File: src/rtl/ws2812b_serializer.sv
// ws2812b_serializer: turns 24-bit GRB pixel words into WS2812B NRZ pulses on one LED line.
// Latency: led rises in the first cycle after the accepting edge. A frame lasts 24*TBIT_CYC cycles,
//          plus TRESET_CYC cycles when the word is flagged latch.
// Backpressure: ready is high only in IDLE. Inputs are ignored while a frame or latch period is running.
//
// Ports:
//   clk      - project clock (64 MHz nominal; all timing is counted in cycles)
//   rst_n    - synchronous active-low reset; aborts any frame in progress
//   data_in  - pixel word {G, R, B}; bit 23 goes out first
//   valid    - data_in and latch are valid this cycle
//   latch    - hold the line low for the strip latch period after this word
//   ready    - registered; high when a word can be accepted
//   led      - registered serial output to the strip
module ws2812b_serializer #(
  parameter int T0H_CYC    = 26,
  parameter int T1H_CYC    = 51,
  parameter int TBIT_CYC   = 80,
  parameter int TRESET_CYC = 5120
) (
  input  logic        clk,
  input  logic        rst_n,
  input  logic [23:0] data_in,
  input  logic        valid,
  input  logic        latch,
  output logic        ready,
  output logic        led
);

  // One counter serves both the bit period and the latch period, so it is
  // sized for whichever of the two is longer.
  localparam int MAX_CYC = (TBIT_CYC > TRESET_CYC) ? TBIT_CYC : TRESET_CYC;
  localparam int CYC_W   = (MAX_CYC > 1) ? $clog2(MAX_CYC) : 1;

  localparam logic [CYC_W-1:0] C_T0H_LAST    = CYC_W'(T0H_CYC - 1);
  localparam logic [CYC_W-1:0] C_T1H_LAST    = CYC_W'(T1H_CYC - 1);
  localparam logic [CYC_W-1:0] C_TBIT_LAST   = CYC_W'(TBIT_CYC - 1);
  localparam logic [CYC_W-1:0] C_TRESET_LAST = CYC_W'(TRESET_CYC - 1);
  localparam logic [CYC_W-1:0] C_CYC_ONE     = CYC_W'(1);

  typedef enum logic [1:0] {
    S_IDLE  = 2'd0,
    S_HIGH  = 2'd1,
    S_LOW   = 2'd2,
    S_LATCH = 2'd3
  } state_t;

  state_t           r_state;
  logic [23:0]      r_shift;
  logic [4:0]       r_bit_cnt;
  logic [CYC_W-1:0] r_cyc;
  logic             r_latch_q;
  logic             r_led;
  logic             r_ready;

  // Last high cycle of the current bit, chosen by the bit now at the MSB.
  logic [CYC_W-1:0] w_th_last;
  assign w_th_last = r_shift[23] ? C_T1H_LAST : C_T0H_LAST;

  assign ready = r_ready;
  assign led   = r_led;

  always_ff @(posedge clk) begin
    if (!rst_n) begin
      r_state   <= S_IDLE;
      r_shift   <= 24'd0;
      r_bit_cnt <= 5'd0;
      r_cyc     <= '0;
      r_latch_q <= 1'b0;
      r_led     <= 1'b0;
      r_ready   <= 1'b1;
    end else begin
      case (r_state)
        S_IDLE: begin
          // The line rises on the accepting edge itself, so the first high
          // cycle is the cycle right after the handshake.
          if (valid && r_ready) begin
            r_shift   <= data_in;
            r_latch_q <= latch;
            r_bit_cnt <= 5'd23;
            r_cyc     <= '0;
            r_led     <= 1'b1;
            r_ready   <= 1'b0;
            r_state   <= S_HIGH;
          end
        end

        S_HIGH: begin
          // cyc keeps running into LOW so the whole bit is timed from one origin.
          r_cyc <= r_cyc + C_CYC_ONE;
          if (r_cyc == w_th_last) begin
            r_led   <= 1'b0;
            r_state <= S_LOW;
          end
        end

        S_LOW: begin
          r_cyc <= r_cyc + C_CYC_ONE;
          if (r_cyc == C_TBIT_LAST) begin
            r_cyc <= '0;
            if (r_bit_cnt != 5'd0) begin
              r_shift   <= {r_shift[22:0], 1'b0};
              r_bit_cnt <= r_bit_cnt - 5'd1;
              r_led     <= 1'b1;
              r_state   <= S_HIGH;
            end else if (r_latch_q) begin
              r_state <= S_LATCH;
            end else begin
              r_ready <= 1'b1;
              r_state <= S_IDLE;
            end
          end
        end

        S_LATCH: begin
          r_cyc <= r_cyc + C_CYC_ONE;
          if (r_cyc == C_TRESET_LAST) begin
            r_cyc     <= '0;
            r_latch_q <= 1'b0;
            r_ready   <= 1'b1;
            r_state   <= S_IDLE;
          end
        end

        default: begin
          r_led   <= 1'b0;
          r_ready <= 1'b1;
          r_state <= S_IDLE;
        end
      endcase
    end
  end

endmodule

File: config.mk
export PLATFORM = sky130hd
export DESIGN_NAME = ws2812b_serializer
export DESIGN_NICKNAME = d
export VERILOG_FILES = /design/src/rtl/ws2812b_serializer.sv
export SDC_FILE = /design/constraint.sdc
export NUM_CORES = 1
export LEC_CHECK = 0
export BUFFER_PORTS_ARGS = -buffer_cell sky130_fd_sc_hd__buf_2
export CAP_MARGIN = 20
export CORE_ASPECT_RATIO = 1.75
export CORE_MARGIN = 1
export CORE_UTILIZATION = 45
export CTS_BUF_LIST = sky130_fd_sc_hd__clkbuf_8
export CTS_CLUSTER_DIAMETER = 30
export DETAILED_ROUTE_END_ITERATION = 6
export GPL_TIMING_DRIVEN = 0
export PLACE_DENSITY_LB_ADDON = 0.3
export SETUP_SLACK_MARGIN = 0.02
export SLEW_MARGIN = 20
export SYNTH_ARGS = -nofsm -noshare
export SYNTH_HDL_FRONTEND = slang
export SYNTH_SLANG_ARGS = --single-unit
File: constraint.sdc
create_clock -name clk -period 1.9 [get_ports clk]
set_clock_uncertainty 0.1 [all_clocks]
set_input_delay 0.38 -clock clk [delete_from_list [all_inputs] [get_ports clk]]
set_output_delay 0.38 -clock clk [all_outputs]
set_load 0.05 [all_outputs]
==> results.cfg <==
[finish]
final_cell_mix = dfxtp_1 (39), buf_2 (30), mux2i_1 (25), buf_4 (24)
n_antenna_cell = 0
fillers = 480
fin_nets = 373
layout.area.seq_sq_um = 958
post-route-util_pct = 62.7
multi_input_area_sq_um = 1690
mostFrequentLayoutCell = dfxtp_1
area_growth_pct = 33.0
drive_gt1_share_pct = 40.8

[worst_setup_path]
reg2reg_depth = 8
worstPathRequired_ps = 1980
startpoint_type = register
r2r_setup_slack_ps = -30
r2r-end = r_cyc[0]
crit_path_max_fanout = 7
crit_type = reg2reg
end_kind = register
cp_data_arrival_time_ps = 2010
r2r-start = r_cyc[1]

[sta]
hold_viol_final = 0
rsz0062_at_grt = true
finalCriticalPeriod_ps = 1930
setup_violations = 19
setup_slack_ps = -27.9
holdWs_ps = 216
tns_ps = -204
fmax_ghz = 0.519
worst_pin_slew_ps = 691
relSlewSlack_pct = 53.9
fin_crit_sh_pct = 101
slew_violations = 0

[yosys]
synth_top_family_by_area = compound AO/OA/AOI/OAI gates
syn_area_sq_um = 2520
synth_top_area_share_pct = 37.4
ys_seq_area_share_pct = 37.4
synth-simple-area-share_pct = 17.7
synth_xor_area_share_pct = 2.78
synth_nets = 314
syn_area_per_cell_sq_um = 9.02
ys.flop_type = dfxtp_1
ys_types = 51
netlist_instances = 279
synth_adder_area_share_pct = 3.48
synth_top_cell_by_area = dfxtp_1
synthArstFlopShare_pct = 0
ys_ff_latch = 47
synth_compound_area_share_pct = 23.2
yosys_warnings = 0
synth-edff-count = 0
synth_area_leaders = dfxtp_1 (37%), mux2i_1 (9.9%), a211oi_1 (7.8%)
synth_mux_area_share_pct = 9.94

[floorplan]
io-pin-count = 30
core.rowCount = 35
core-area_sq_um = 5340
die_w_microns = 58.5
floorplan.initialDensity_pct = 47.1
dieArea_sq_um = 5910
die_y_microns = 101

[grt]
grtUsageMet3_pct = 3.47
gr-max-usage-layer = met2
grt_pass1_wl_microns = 11000
grt_max_degree = 14
met1_usage_pct = 25.0
grt_pass1_vias = 2449
grtUsageMet2_pct = 45.5
overflow = 0
grt_usage_pct = 23.8
grt_antenna_before_repair = 0

[pwr]
leakage_nw = 1.17
irDropWorstVdd_v = 0.00119
p_per_area_nw_per_um2 = 1540

[routing]
wire_per_inst_microns = 16.0
ant_nets = 0
drtIter0Drc = 53
first_pass_iters = 4
wirelength_microns = 6580
drc_errors = 0
vias = 2361
via_per_inst = 5.73

[clocking]
cts.sinks = 47
cts_buffers = 5
clkTransAtPathRegs_ps = 90
cts-htree-levels = 2
insertion_delay_ps = 300
cts_buffer_depth = 2
postCtsHoldBufs = 0
clockRootBuffer = clkbuf_8
cts_tree = yes

[job]
max-cap-violations = 0

[min_path]
hp-class = in2reg
whs_endpoint = r_shift[0]
min_from = data_in[0]
hold_depth = 3

[place]
hpwl_microns = 4400
finalWeightedCongestion = 0.844
place.port_buffers = 29

[run_status]
violations = negative setup slack
status = finished, violations left
-- kinds of logic after synthesis --
logic type	after synthesis
adders and majority gates	7
muxes	25
DFF	47
AOI/OAI and AO/OA	85
and+or+nand+nor	77
xor gates and xnor gates	8
buffers and inverters	30
-- repair_timing --
action / CTS / global route
hold endpoints to repair: 0 / 0
gates resized for setup: 58 / 28
setup endpoints to repair: 46 / 46
gates cloned: 1 / 0
setup buffers: 15 / 8
pin swaps: 20 / 13
-- power breakdown --
part / switching (W) / internal (W) / leakage, nW
clock: 0.000341 / 0.000381 / 0.0554
sequential: 0.000230 / 0.00135 / 0.390
combinational: 0.00158 / 0.00128 / 0.728
total: 0.00215 / 0.00301 / 1.17
-- final cells by class --
class	count	area share [%]
clock buffers	5	2.06
inverters	10	1.12
well taps	74	2.77
plain buffers	19	3.96
clock inverters	2	1.01
flip-flops and latches	47	28.6
repair buffers	53	10.1
multi-input cells	202	50.4
-- how the worst max path moves through the flow --
stage / start / end / slack (ps) / depth (start not counted)
3_5_place_dp: r_state[0] / r_shift[17] / -460 / 7
3_3_place_gp: r_state[0] / r_shift[18] / -400 / 7
6_report: r_cyc[1] / r_cyc[0] / -30 / 8
5_1_grt: r_cyc[9] / r_cyc[9] / -120 / 6
2_1_floorplan: r_cyc[0] / r_bit_cnt[2] / 30 / 6
4_1_cts: r_cyc[1] / r_cyc[11] / -30 / 7
-- synth_stat cells, drive strengths merged (2+ instances only) --
| cell | number |
|---|---|
| a31o | 2 |
| nand3b | 3 |
| nand2 | 18 |
| a211oi | 26 |
| nor2 | 19 |
| a21oi | 30 |
| clkbuf | 10 |
| mux2i | 25 |
| o21ai | 11 |
| o21a | 2 |
| a311oi | 2 |
| nor3 | 4 |
| inv | 10 |
| buf | 10 |
| and3 | 3 |
| ha | 7 |
| nor3b | 3 |
| or3 | 2 |
| nand3 | 6 |
| nand4 | 6 |
| nor4bb | 2 |
| a31oi | 6 |
| dfxtp | 47 |
| xnor2 | 5 |
| nor4 | 3 |
| xor2 | 3 |
-- stage by stage --
step	worst slack [ps]	power, W	cells	area (sq um)
global route	-120	0.00546	412	3350
detailed placement	-462	0.00361	382	2770
global placement	-397	0.00355	382	2770
floorplan	25.0	0.00313	279	2530
CTS	-28.2	0.00490	405	3210
finish	-27.9	0.00516	412	3350
-- per-layer routing --
metal	routed length [microns]	up-vias
met5	0	-
met4	191	0
met3	186	21
met2	3650	61
met1	2550	1137
li1	-	1142
-- critical path, stage by stage (launching register included) --
cell     delay (ps)
dfxtp_4         370
ha_4            140
nand4_1         210
o41ai_4         320
buf_4           190
a31oi_4         140
buf_6           160
mux2i_1         120
nor2_1           50
-- registers in the layout, indices dropped and copies added, names as in the netlist --
register	count
r_shift	24
r_cyc	13
r_bit_cnt	5
r_state	2
led	1
r_latch_q	1
ready	1
Note: power is estimated with default switching activity, not from simulation.
